### config.mk
export PLATFORM = sky130hd
export DESIGN_NAME = jk_excite_seq
export DESIGN_NICKNAME = d
export VERILOG_FILES = /design/src/rtl/jk_excite_seq.sv
export SDC_FILE = /design/constraint.sdc
export NUM_CORES = 1
export LEC_CHECK = 0
export ABC_AREA = 1
export BUFFER_PORTS_ARGS = -buffer_cell sky130_fd_sc_hd__buf_2
export CAP_MARGIN = 5
export CORE_ASPECT_RATIO = 1.2
export CORE_MARGIN = 1.5
export CORE_UTILIZATION = 47
export DETAILED_ROUTE_END_ITERATION = 10
export PLACE_DENSITY = 0.83
export SKIP_CTS_REPAIR_TIMING = 1
export SYNTH_ARGS = -nofsm -noshare
export SYNTH_HDL_FRONTEND = slang
export SYNTH_SLANG_ARGS = --single-unit
### constraint.sdc
create_clock -name clk -period 1.3 [get_ports clk]
set_input_delay 0.195 -clock clk [delete_from_list [all_inputs] [get_ports clk]]
set_output_delay 0.195 -clock clk [all_outputs]
set_load 0.05 [all_outputs]
### src/rtl/jk_excite_seq.sv
// ----------------------------------------------------------------------------
// jk_excite_seq
//   Drive side of a bank of WIDTH JK flip-flops. A target word is accepted on
//   a valid/ready handshake, per-bit J/K excitation is derived from the bank's
//   current q, J/K are pulsed for one clock, and the bank's q is then compared
//   against the target. A mismatch is retried up to MAX_RETRY extra times
//   before an error pulse is raised.
//
//   State table
//     state  | meaning
//     IDLE   | waiting for a target; tgt_ready_o high once out of reset
//     DRIVE  | j_o/k_o presented to the bank, sampled at the closing edge
//     SETTLE | bank q compared with the latched target at the closing edge
//
// Ports
//   clk          rising-edge clock, shared with the JK bank
//   reset        asynchronous, active-low reset
//   tgt_valid_i  target word valid
//   tgt_i        target word
//   tgt_ready_o  block can accept a target
//   q_fb_i       q of the JK bank (feedback)
//   j_o, k_o     J and K inputs to the JK bank
//   busy_o       sequence in progress (state != IDLE)
//   done_o       one-cycle pulse: bank q matched the target
//   err_o        one-cycle pulse: retries exhausted, bank q != target
// ----------------------------------------------------------------------------
module jk_excite_seq #(
    parameter int WIDTH      = 8,
    parameter bit USE_TOGGLE = 1'b0,
    parameter int MAX_RETRY  = 2
) (
    input  logic             clk,
    input  logic             reset,
    input  logic             tgt_valid_i,
    input  logic [WIDTH-1:0] tgt_i,
    output logic             tgt_ready_o,
    input  logic [WIDTH-1:0] q_fb_i,
    output logic [WIDTH-1:0] j_o,
    output logic [WIDTH-1:0] k_o,
    output logic             busy_o,
    output logic             done_o,
    output logic             err_o
);

    typedef enum logic [1:0] {
        IDLE   = 2'd0,
        DRIVE  = 2'd1,
        SETTLE = 2'd2
    } state_t;

    localparam logic [2:0] RETRY_MAX = 3'(MAX_RETRY);

    state_t           state, state_nxt;
    logic [WIDTH-1:0] tgt_q, tgt_nxt;
    logic [2:0]       cnt_q, cnt_nxt;
    logic [WIDTH-1:0] j_nxt, k_nxt;
    logic             ready_nxt, busy_nxt, done_nxt, err_nxt;

    // Excitation is computed against the incoming word while idle (load on
    // accept) and against the latched word during a retry reload.
    logic [WIDTH-1:0] cmp_tgt, diff, exc_j, exc_k;

    always_comb begin
        cmp_tgt = (state == IDLE) ? tgt_i : tgt_q;
        diff    = q_fb_i ^ cmp_tgt;
        if (USE_TOGGLE) begin
            exc_j = diff;
            exc_k = diff;
        end else begin
            exc_j = diff & cmp_tgt;
            exc_k = diff & ~cmp_tgt;
        end
    end

    always_comb begin
        state_nxt = state;
        tgt_nxt   = tgt_q;
        cnt_nxt   = cnt_q;
        j_nxt     = '0;
        k_nxt     = '0;
        ready_nxt = 1'b0;
        done_nxt  = 1'b0;
        err_nxt   = 1'b0;
        case (state)
            IDLE: begin
                ready_nxt = 1'b1;
                if (tgt_valid_i && tgt_ready_o) begin
                    tgt_nxt   = tgt_i;
                    cnt_nxt   = 3'd0;
                    j_nxt     = exc_j;
                    k_nxt     = exc_k;
                    ready_nxt = 1'b0;
                    state_nxt = DRIVE;
                end
            end
            DRIVE: begin
                state_nxt = SETTLE;
            end
            SETTLE: begin
                if (q_fb_i == tgt_q) begin
                    done_nxt  = 1'b1;
                    ready_nxt = 1'b1;
                    state_nxt = IDLE;
                end else if (cnt_q < RETRY_MAX) begin
                    cnt_nxt   = cnt_q + 3'd1;
                    j_nxt     = exc_j;
                    k_nxt     = exc_k;
                    state_nxt = DRIVE;
                end else begin
                    err_nxt   = 1'b1;
                    ready_nxt = 1'b1;
                    state_nxt = IDLE;
                end
            end
            default: begin
                state_nxt = IDLE;
            end
        endcase
        busy_nxt = (state_nxt != IDLE);
    end

    always_ff @(posedge clk or negedge reset) begin
        if (!reset) begin
            state       <= IDLE;
            tgt_q       <= '0;
            cnt_q       <= 3'd0;
            j_o         <= '0;
            k_o         <= '0;
            tgt_ready_o <= 1'b0;
            busy_o      <= 1'b0;
            done_o      <= 1'b0;
            err_o       <= 1'b0;
        end else begin
            state       <= state_nxt;
            tgt_q       <= tgt_nxt;
            cnt_q       <= cnt_nxt;
            j_o         <= j_nxt;
            k_o         <= k_nxt;
            tgt_ready_o <= ready_nxt;
            busy_o      <= busy_nxt;
            done_o      <= done_nxt;
            err_o       <= err_nxt;
        end
    end

endmodule

; ---- After elaboration in Yosys (flattened, before gate mapping)
; Cells that the tools add are included.
[totals]
out_inout_bits = 20
elab_cells = 52
ff_bits = 33
in_bits = 19
[classes]
eq_ne = 6
magnitude_cmp = 1
n_bitwise = 4
addsub = 1
muxes = 25
n_reduce_logical = 6
[ops]
columns = operator, n
row1 = $mux 8, 7
row2 = $pmux 8 s2, 2
row3 = $and 8x8->8, 2
row4 = $mux 1, 9
row5 = $mux 3, 3
row6 = $eq 8x8->1, 1
row7 = $not 8->8, 1
row8 = $xor 8x8->8, 1
row9 = $pmux 2 s3, 1
row10 = $pmux 3 s2, 1
row11 = $ne 2x2->1 const B, 2
row12 = $reduce_and 4->1, 1
row13 = $reduce_bool 2->1, 2
row14 = $add 3x1->3 const B, 1
row15 = $lt 3x2->1 const B, 1
row16 = $eq 2x1->1 const B, 1
row17 = $eq 2x2->1 const B, 1
row18 = $logic_not 2->1, 1
row19 = $mux 2, 1
row20 = $ne 2x1->1 const B, 1
row21 = $pmux 1 s2, 1
row22 = $reduce_and 2->1, 1
row23 = $logic_and 1x1->1, 1

; ---- Longest topological paths before layout
; Gate-level depths: netlist (run 1).
[depth]
depth_word = 7
depth_mapped = 10
mapped_depth_nobuf = 10

; ---- Worst setup path after synthesis (run 1)
; Ideal clock, no wire load.
[synth_path]
kind = register to register
from = reg tgt_ready_o
to = reg cnt_q[0]
setup_ns = 0.116
t_arrival_ns = 1.171
path_stages_with_launch = 5
period_less_slack_ns = 1.288
setup_slack_ns = 0.012
required_ns = 1.184
n_path_buf = 1
cell_sequence = dfrtp_1 nand3_4 clkbuf_8 nand3_1 nand2_1
[synth_between]
elab_chain_len = 3
[synth_lines]
columns = element, line_no
row1 = from (decl), 36  ; output logic tgt_ready_o,
row2 = from (signal assigned), 139  ; tgt_ready_o <= ready_nxt;
row3 = $logic_and 1x1->1, 87  ; if (tgt_valid_i && tgt_ready_o) begin
row4 = $ne 2x1->1 (no line), -
row5 = $reduce_and 4->1 (no line), -
row6 = to (signal assigned), 136  ; cnt_q <= cnt_nxt;
row7 = to (decl), 55  ; logic [2:0] cnt_q, cnt_nxt;
; No other way between the ends.
; A chain may end at the register's enable or synchronous reset.

; ---- Worst setup path in the final report (run 1)
[layout_path]
from = reg tgt_q[0]
to = reg cnt_q[1]
[layout_between]
elab_chain_len = 3
[layout_lines]
columns = element, line_no
row1 = from (decl), 54  ; logic [WIDTH-1:0] tgt_q, tgt_nxt;
row2 = from (signal assigned), 135  ; tgt_q <= tgt_nxt;
row3 = $eq 8x8->1, 100  ; if (q_fb_i == tgt_q) begin
row4 = $ne 2x2->1 (no line), -
row5 = $reduce_and 4->1 (no line), -
; No other way between the ends.

==> results of run 1 <==
power breakdown:
group | total, uW | internal (uW) | switching [uW] | leakage, uW
registers | 1510 | 1340 | 163 | 0.000430
clock network | 724 | 380 | 345 | 0.0000395
logic | 2500 | 886 | 1610 | 0.000645
total | 4730 | 2610 | 2120 | 0.00111
final cells by class:
type / count / share of cell area
timing repair buffer: 56 / 0.173
multi-input combinational: 118 / 0.321
tap: 37 / 0.0227
sequential: 33 / 0.406
clock buffer: 8 / 0.0393
inverter: 21 / 0.0387
cell usage after synthesis:
cell type and instances:
sky130_fd_sc_hd__buf_6 3, sky130_fd_sc_hd__clkbuf_8 2, sky130_fd_sc_hd__nand3b_1 1, sky130_fd_sc_hd__o211ai_1 1, sky130_fd_sc_hd__nand2_1 49, sky130_fd_sc_hd__nor2_2 2
sky130_fd_sc_hd__nand3_1 3, sky130_fd_sc_hd__ha_1 1, sky130_fd_sc_hd__o21ai_0 3, sky130_fd_sc_hd__o21ai_2 8, sky130_fd_sc_hd__nor2_4 1, sky130_fd_sc_hd__a21oi_1 14
sky130_fd_sc_hd__inv_2 1, sky130_fd_sc_hd__nor2_1 12, sky130_fd_sc_hd__or2_0 7, sky130_fd_sc_hd__nand3_4 1, sky130_fd_sc_hd__buf_12 1, sky130_fd_sc_hd__dfrtp_1 33
sky130_fd_sc_hd__xnor2_1 4, sky130_fd_sc_hd__or2_1 1, sky130_fd_sc_hd__a21oi_2 8, sky130_fd_sc_hd__inv_1 20, sky130_fd_sc_hd__nand2_2 2
worst max-delay path, stage by stage (launching register included):
cell and delay [ns]:
sky130_fd_sc_hd__dfrtp_1 0.39, sky130_fd_sc_hd__inv_1 0.08, sky130_fd_sc_hd__nand2_1 0.05, sky130_fd_sc_hd__nand2_1 0.07, sky130_fd_sc_hd__nand2_1 0.06, sky130_fd_sc_hd__nor2_2 0.12, sky130_fd_sc_hd__nand2_2 0.09, sky130_fd_sc_hd__nand2_4 0.09
sky130_fd_sc_hd__buf_8 0.13, sky130_fd_sc_hd__nand3_1 0.08, sky130_fd_sc_hd__nand2_1 0.07
worst max-delay path by stage:
| stage | end | slack [ns] | cells past startpoint |
|---|---|---|---|
| global placement | cnt_q[1] | 0.04 | 8 |
| finish | cnt_q[1] | 0.02 | 10 |
| CTS | cnt_q[2] | -0.03 | 10 |
| detailed placement | cnt_q[2] | -0.004 | 10 |
| global route | cnt_q[2] | -0.09 | 10 |
| floorplan | cnt_q[0] | 0.01 | 4 |
cells by family (layout without fill, tap and decap cells):
| group | count (synthesis) | after routing |
|---|---|---|
| flip-flops | 33 | 33 |
| buffers and inverters | 27 | 85 |
| AO/OA/AOI/OAI | 34 | 34 |
| AND/OR/NAND/NOR | 79 | 79 |
| adder cells (fa/ha/maj) | 1 | 1 |
| XOR/XNOR | 4 | 4 |
cell usage in the layout, fill, tap and decap left out:
cell type	Yosys	layout
sky130_fd_sc_hd__inv_2	1	1
sky130_fd_sc_hd__xnor2_1	4	4
sky130_fd_sc_hd__o21ai_2	8	8
sky130_fd_sc_hd__buf_8	0	1
sky130_fd_sc_hd__ha_1	1	1
sky130_fd_sc_hd__nand2_4	0	1
sky130_fd_sc_hd__dlygate4sd3_1	0	1
sky130_fd_sc_hd__buf_4	0	14
sky130_fd_sc_hd__nor2_4	1	1
sky130_fd_sc_hd__buf_2	0	38
sky130_fd_sc_hd__clkbuf_1	0	3
sky130_fd_sc_hd__a21oi_1	14	14
sky130_fd_sc_hd__buf_6	3	1
sky130_fd_sc_hd__nor2_1	12	12
sky130_fd_sc_hd__nand2_2	2	2
sky130_fd_sc_hd__nand3_2	0	2
sky130_fd_sc_hd__or2_0	7	7
sky130_fd_sc_hd__inv_1	20	20
sky130_fd_sc_hd__o211ai_1	1	1
sky130_fd_sc_hd__nand3_1	3	1
sky130_fd_sc_hd__clkbuf_8	2	5
sky130_fd_sc_hd__nand2_1	49	48
sky130_fd_sc_hd__dfrtp_1	33	33
sky130_fd_sc_hd__o21ai_0	3	3
sky130_fd_sc_hd__a21oi_2	8	8
sky130_fd_sc_hd__buf_12	1	1
sky130_fd_sc_hd__nand3b_1	1	1
sky130_fd_sc_hd__nor2_2	2	2
sky130_fd_sc_hd__or2_1	1	1
sky130_fd_sc_hd__nand3_4	1	1
sequential cells by signal, indices dropped and copies added (netlist names):
register	cells
j_o	8
k_o	8
tgt_q	8
cnt_q	3
state	2
busy_o	1
done_o	1
err_o	1
tgt_ready_o	1
layer usage:
metal,track usage,wire length (um)
met1,0.191,1250
met2,0.283,1430
met3,0.0460,122
met4,0.107,83
met5,0,0
per-stage QoR:
step	std cells	hold slack (ns)	power, uW	cell area, um^2	TNS (ns)
final	273	0.159	4730	2040	0
after global routing	273	0.162	5060	2040	-1.40
after CTS	271	-0.0662	4690	1990	-0.109
after detailed placement	263	0.245	3940	1910	-0.00400
after global placement	263	0.239	3900	1910	0
after floorplan	178	-0.101	3400	1620	0
==> results.cfg, run 1 <==
[setup_path]
critical_path.startpoint = tgt_q[0]
critPathCaptureType = flop
critical_setup_path_kind = reg -> reg
r2r_end = cnt_q[1]
crit_required_ns = 1.53
regToRegSetupSlack_ns = 0.02
crit_path_start_kind = flop
r2r-start = tgt_q[0]
data_arrival_time_of_the_critical_path_ns = 1.51
critical_path_peak_fanout = 8
worstRegToRegCells = 10

[sta]
finalSetupViolCount = 0
setup_slack_ns = 0.0186
worst_pin_slew_ns = 0.406
skew_ns = 0.00284
final.period_utilization = 0.986
rsz_0062_raised_after_global_routing = yes
timing.final.hold_violations = 0
final_max_slew_violation_count = 0
min_period_ns = 1.28
slew-limit-headroom = 0.729
achievable-frequency_mhz = 780

[die]
die_height_um = 67.3
floorplan.core_area_mm2 = 0.00331
design.portCount = 39
dieArea_mm2 = 0.00381
die_x_um = 56.6
core.rowCount = 23
initial_standard_cell_utilization_of_the_core = 0.490

[synth]
yosys.area_share.simple = 0.219
synthesis.area_mm2 = 0.00162
synthXorXnorAreaFrac = 0.0216
synth_fa_ha_area_frac = 0.00772
postSynthRegisterBits = 33
synth.lib_cells_used.distinct = 23
ys_warn_count = 0
synth_fp_nets = 198
synth_cells = 178
area_contributors_post_synth = sky130_fd_sc_hd__dfrtp_1 (51%), sky130_fd_sc_hd__nand2_1 (11%), sky130_fd_sc_hd__inv_1 (4.6%)
synth_seq_area_share = 0.509
yosysTopAreaCellShare = 0.509
synth.largest_area_cell = sky130_fd_sc_hd__dfrtp_1
dominant_combinational_cell_family_by_area_after_synthesis = simple AND/OR/NAND/NOR gates
syn-mean-instance-area_um2 = 9.11
synth.area.mux_share = 0
synth-compound-area-share = 0.144

[placement]
detailedPlace.worstSlack_ns = -0.00400
gp_congestion = 0.754
dp.final_hpwl_mm = 2.15
buffer_ports.inserted = 38

[route]
totalWireLength_mm = 2.89
firstDrtPassIters = 4
route.antenna.remaining_nets = 0
route.detailed.vias_per_inst = 4.76
drt-initial-drc-count = 28
routedWlPerCell_um = 10.6
drcViolationCount = 0
routed-via-count = 1300

[layout]
final.fill_count = 272
multi_input_gate_area_um2 = 653
finish.utilization = 0.615
seq_area_um2 = 826
antenna_cells_inserted = 0
syn2layout_area_growth_pct = 25.5
final_layout_size_suffix_gt1_frac = 0.364
layout.nets = 255

[hold_path]
worstHoldPathCells = 3
worst_hold_startpoint = q_fb_i[1]
hold_path_end = k_o[1]
worst_hold_path_type = in -> reg

[clock_tree]
skew_pair_late_insertion_delay_ns = 0.28
cts_buffer_depth = 2
cts.clk_slew.worst_paths_ns = 0.06
clockRootBuffer = sky130_fd_sc_hd__clkbuf_8
cts_sinks = 33
cts-buffers-inserted = 5
clock_tree_from_tritoncts = done
h-tree-depth = 2

[grt]
first_global_vias = 1162
globalRouteTotalUtil = 0.169
grt_max_degree = 34
grt_pass1_wl_mm = 4.77
antenna_found_initial = 0
grt_overflow_total = 0

[run]
max_cap_violations = 0

[power_and_ir_drop]
vdd.ir_drop.worst_mv = 1.48
power_density_mw_per_mm2 = 2320
leakage_uw = 0.00111

[outcome]
run_status = finished clean
(Power assumes the default switching activity.)
==> run 2: changes to the inputs <==
Settings changed: GPL_TIMING_DRIVEN set to 0.
==> run 2 against run 1 <==
Compared with the run above: the flow now finishes with violations (hold timing, setup timing); worst setup slack lost 0.10 ns; maximum frequency shrank 7.4%; clock power grew 38%; core utilization grew 1.4 points; sequential power is essentially flat; combinational power grew 4%; via count grew 1.0%; sequential share of layout area shrank 0.93 points; first-iteration DRC count grew 46%; total power grew 8.4%; critical path type unchanged; highest routed layer unchanged.
==> results.cfg, run 2 (same netlist as run 1, synthesis figures left out) <==
[setup_path]
critical_path.startpoint = tgt_q[2]
data_arrival_time_of_the_critical_path_ns = 1.56
r2r-start = tgt_q[2]
crit_path_start_kind = flop
crit_required_ns = 1.47
critPathCaptureType = flop
critical_setup_path_kind = reg -> reg
critical_path_peak_fanout = 10

[run]
max_cap_violations = 0

[sta]
achievable-frequency_mhz = 723
slew-limit-headroom = 0.522
rsz_0062_raised_after_global_routing = yes
total_negative_setup_slack_ns = -1.21
final_max_slew_violation_count = 0
finalHoldWorstSlack_ns = -0.0497
timing.final.hold_violations = 33
min_period_ns = 1.38
skew_ns = 0.0115
finalSetupViolCount = 21
setup_slack_ns = -0.0837
worst_pin_slew_ns = 0.717
final.period_utilization = 1.06

[layout]
most-common-layout-cells = sky130_fd_sc_hd__nand2_1 (48), sky130_fd_sc_hd__buf_2 (38), sky130_fd_sc_hd__dfrtp_1 (33)
finish.utilization = 0.629
final_layout_size_suffix_gt1_frac = 0.386
reg.largest.list = j_o (8), k_o (8), tgt_q (8)
layout_commonest_cell = sky130_fd_sc_hd__nand2_1
layout.nets = 255
syn2layout_area_growth_pct = 28.5
antenna_cells_inserted = 0
finalInstanceArea_mm2 = 0.00208
final.fill_count = 261

[outcome]
run_status = complete, but fails checks
violations = hold timing, setup timing

[route]
firstDrtPassIters = 4
drt-initial-drc-count = 41
totalWireLength_mm = 3.30
drcViolationCount = 0
route.detailed.vias_per_inst = 4.81
routedWlPerCell_um = 12.1
route.antenna.remaining_nets = 0
routed-via-count = 1313

[placement]
dp.final_hpwl_mm = 2.15
gp_congestion = 0.812
buffer_ports.inserted = 38
placed_cell_area_mm2 = 0.00186

[clock_tree]
cts_buffer_depth = 2
skew_pair_late_insertion_delay_ns = 0.29
h-tree-depth = 2
cts_sinks = 33
clockRootBuffer = sky130_fd_sc_hd__clkbuf_8
cts-buffers-inserted = 5
clock_tree_from_tritoncts = done
cts.clk_slew.worst_paths_ns = 0.07

[power_and_ir_drop]
power_frac_comb = 0.507
cellInternalPower_uw = 2900
post-layout-total-power_uw = 5120
vdd.ir_drop.worst_mv = 1.28
power.sequential.fraction = 0.298
switching_share = 0.434
leakage_uw = 0.00114
power_density_mw_per_mm2 = 2460
net_sw_power_uw = 2220
clk_pwr_share = 0.195

[grt]
grt_max_degree = 34
grt_overflow_total = 0
grt_pass1_wl_mm = 4.79
first_global_vias = 1085
globalRouteTotalUtil = 0.171
antenna_found_initial = 0

[die]
floorplan.core_area_mm2 = 0.00331
initial_standard_cell_utilization_of_the_core = 0.490
dieArea_mm2 = 0.00381
die_x_um = 56.6
die_height_um = 67.3
core.rowCount = 23
design.portCount = 39

[hold_path]
worst_hold_path_type = in -> async
run 2: changes by cell type in the layout (fill, tap and decap cells not counted), sizes merged:
cell,change
bufinv,+1
dlygate4sd3,-1
run 2: worst paths after layout:
check                            to  slack, ns  depth (start not counted)
max                          k_o[6]      -0.08                          7
min                          j_o[2]      -0.05                          1
max reg2reg                  k_o[6]      -0.08                          7
min reg2reg                state[1]       0.53                          1
max in group asynchronous  state[1]       0.88                          1
min in group clk             k_o[1]       0.15                          3
run 2: per-layer routing:
| metal | up-vias | GRT usage | part of all wire |
|---|---|---|---|
| met5 | - | 0 | 0 |
| met4 | 0 | 0.0893 | 0.025 |
| met3 | 7 | 0.0651 | 0.054 |
| met2 | 38 | 0.272 | 0.50 |
| met1 | 598 | 0.203 | 0.42 |
| li1 | 670 | - | - |
run 2: power groups by stage:
stage / clock network [uW] / logic [uW] / registers [uW]
2_1_floorplan: 0 / 1290 / 2110
3_3_place_gp: 0 / 2300 / 1530
3_5_place_dp: 0 / 2330 / 1540
4_1_cts: 1010 / 2340 / 1530
5_1_grt: 1060 / 2800 / 1550
6_report: 999 / 2600 / 1530
run 2: final cells by class:
cell class,instances,area (um^2),area share
multi-input cells,118,653,0.314
well taps,37,46.3,0.0222
inverters,21,78.8,0.0378
flip-flops and latches,33,826,0.396
repair buffers,50,280,0.135
clock buffers,7,86.3,0.0414
plain buffers,6,82.6,0.0396
clock inverters,1,30.0,0.0144
run 2: metrics by stage:
stage / instances / hold WS [ns] / setup slack [ns]
after global routing: 273 / 0.0236 / -0.181
after CTS: 261 / -0.0169 / -0.0955
after floorplan: 178 / -0.101 / 0.0121
final: 273 / -0.0497 / -0.0837
after global placement: 253 / 0.287 / -0.0802
after detailed placement: 253 / 0.296 / -0.0817
run 2: worst max-delay path: stages (launching register included):
cell                      delay [ns]
sky130_fd_sc_hd__dfrtp_1        0.40
sky130_fd_sc_hd__xnor2_1        0.18
sky130_fd_sc_hd__nand2_1        0.09
sky130_fd_sc_hd__nor2_2         0.16
sky130_fd_sc_hd__nand2_2        0.10
sky130_fd_sc_hd__nand2_4        0.12
sky130_fd_sc_hd__buf_8          0.15
sky130_fd_sc_hd__a21oi_1        0.08
==> run 3: changes to the inputs <==
Settings changed: RECOVER_POWER set to 50.
==> run 3 against run 2 <==
Compared with the run above: the run still ends with hold timing, setup timing left; global-route usage stayed put; clock power about the same; worst setup slack is the same; largest power group unchanged.
==> results.cfg, run 3 (same netlist as run 1, synthesis figures left out) <==
[route]
route.antenna.remaining_nets = 0
routedWlPerCell_um = 12.1
drt-initial-drc-count = 41
routed-via-count = 1313
firstDrtPassIters = 4
route.detailed.vias_per_inst = 4.81
totalWireLength_mm = 3.30
drcViolationCount = 0

[setup_path]
critical_path.startpoint = tgt_q[2]
critical_path_peak_fanout = 10
regToRegSetupSlack_ns = -0.08
crit_path_start_kind = flop
worstRegToRegCells = 7
critical_setup_path_kind = reg -> reg
timing.critical_path.to = k_o[6]
data_arrival_time_of_the_critical_path_ns = 1.56
critPathCaptureType = flop
r2r_end = k_o[6]
r2r-start = tgt_q[2]
crit_required_ns = 1.47

[power_and_ir_drop]
net_sw_power_uw = 2220
clk_pwr_share = 0.195
power_frac_comb = 0.507
power.sequential.fraction = 0.298
switching_share = 0.434
power_density_mw_per_mm2 = 2460
cellInternalPower_uw = 2900
vdd.ir_drop.worst_mv = 1.28
leakage_uw = 0.00114

[die]
core.rowCount = 23
floorplan.core_area_mm2 = 0.00331
dieArea_mm2 = 0.00381
initial_standard_cell_utilization_of_the_core = 0.490
die_height_um = 67.3
design.portCount = 39
die_x_um = 56.6

[clock_tree]
cts_buffer_depth = 2
cts-buffers-inserted = 5
clockRootBuffer = sky130_fd_sc_hd__clkbuf_8
cts.clk_slew.worst_paths_ns = 0.07
skew_pair_late_insertion_delay_ns = 0.29
clock_tree_from_tritoncts = done
h-tree-depth = 2
cts_sinks = 33

[sta]
skew_ns = 0.0115
min_period_ns = 1.38
finalHoldWorstSlack_ns = -0.0228
finalSetupViolCount = 21
slew-limit-headroom = 0.465
setup_slack_ns = -0.0837
final_max_slew_violation_count = 0
rsz_0062_raised_after_global_routing = yes
worst_pin_slew_ns = 0.802
final.period_utilization = 1.06
timing.final.hold_violations = 33
achievable-frequency_mhz = 723

[run]
max_cap_violations = 0

[layout]
layout.nets = 255
most-common-layout-cells = sky130_fd_sc_hd__nand2_1 (48), sky130_fd_sc_hd__buf_2 (37), sky130_fd_sc_hd__dfrtp_1 (33)
layout_commonest_cell = sky130_fd_sc_hd__nand2_1
finish.utilization = 0.629
final_layout_size_suffix_gt1_frac = 0.386
reg.largest.list = j_o (8), k_o (8), tgt_q (8)
final.fill_count = 261
multi_input_gate_area_um2 = 653
syn2layout_area_growth_pct = 28.5
layoutNonFillerInstCount = 273
antenna_cells_inserted = 0
seq_area_um2 = 826

[grt]
globalRouteTotalUtil = 0.171
grt_pass1_wl_mm = 4.79
first_global_vias = 1085
grt_max_degree = 34
antenna_found_initial = 0
grt_overflow_total = 0

[outcome]
violations = hold timing, setup timing
run_status = complete, but fails checks

[placement]
gp_congestion = 0.812
buffer_ports.inserted = 38
detailedPlace.worstSlack_ns = -0.0817
place.detailed.instances = 253
dp.final_hpwl_mm = 2.15

[hold_path]
worst_hold_path_type = in -> async
run 3: cell types whose count changed in the layout (fill, tap and decap cells not counted):
cell,change
sky130_fd_sc_hd__buf_2,-1
sky130_fd_sc_hd__clkbuf_2,+1
run 3: area by class of cell:
class | instances | share of cell area
buffer | 6 | 0.0396
clock inverter | 1 | 0.0144
multi-input combinational | 118 | 0.314
sequential | 33 | 0.396
tap | 37 | 0.0222
clock buffer | 7 | 0.0414
timing repair buffer | 50 | 0.135
inverter | 21 | 0.0378
run 3: how the worst min path moves through the flow:
stage,endpoint,slack [ns],depth (start not counted)
after floorplan,busy_o,-0.10,0
after global placement,k_o[0],0.29,1
after detailed placement,j_o[0],0.30,1
after CTS,tgt_q[3],-0.02,1
after global routing,k_o[4],0.06,1
final,j_o[2],-0.02,1
run 3: worst max-delay path, cell delays in order (launching register included):
cell and delay (ns):
sky130_fd_sc_hd__dfrtp_1 0.40, sky130_fd_sc_hd__xnor2_1 0.18, sky130_fd_sc_hd__nand2_1 0.09, sky130_fd_sc_hd__nor2_2 0.16
sky130_fd_sc_hd__nand2_2 0.10, sky130_fd_sc_hd__nand2_4 0.12, sky130_fd_sc_hd__buf_8 0.15, sky130_fd_sc_hd__a21oi_1 0.08
run 3: metrics by stage:
step	total power, uW	TNS, ns	instance area, um^2
6_report	5120	-1.21	2080
5_1_grt	5420	-3.08	2080
4_1_cts	4880	-1.69	1970
3_5_place_dp	3880	-1.36	1860
3_3_place_gp	3830	-1.10	1860
2_1_floorplan	3400	0	1620
run 3: power groups by stage:
stage | combinational (uW) | sequential, uW | clock, uW
detailed placement | 2330 | 1540 | 0
floorplan | 1290 | 2110 | 0
CTS | 2340 | 1530 | 1010
finish | 2600 | 1530 | 999
global placement | 2300 | 1530 | 0
global route | 2800 | 1550 | 1060
run 3: per-layer routing:
layer,up-vias,GRT usage,share of wire
li1,670,-,-
met1,598,0.203,0.42
met2,38,0.272,0.50
met3,7,0.0651,0.054
met4,0,0.0893,0.025
met5,-,0,0
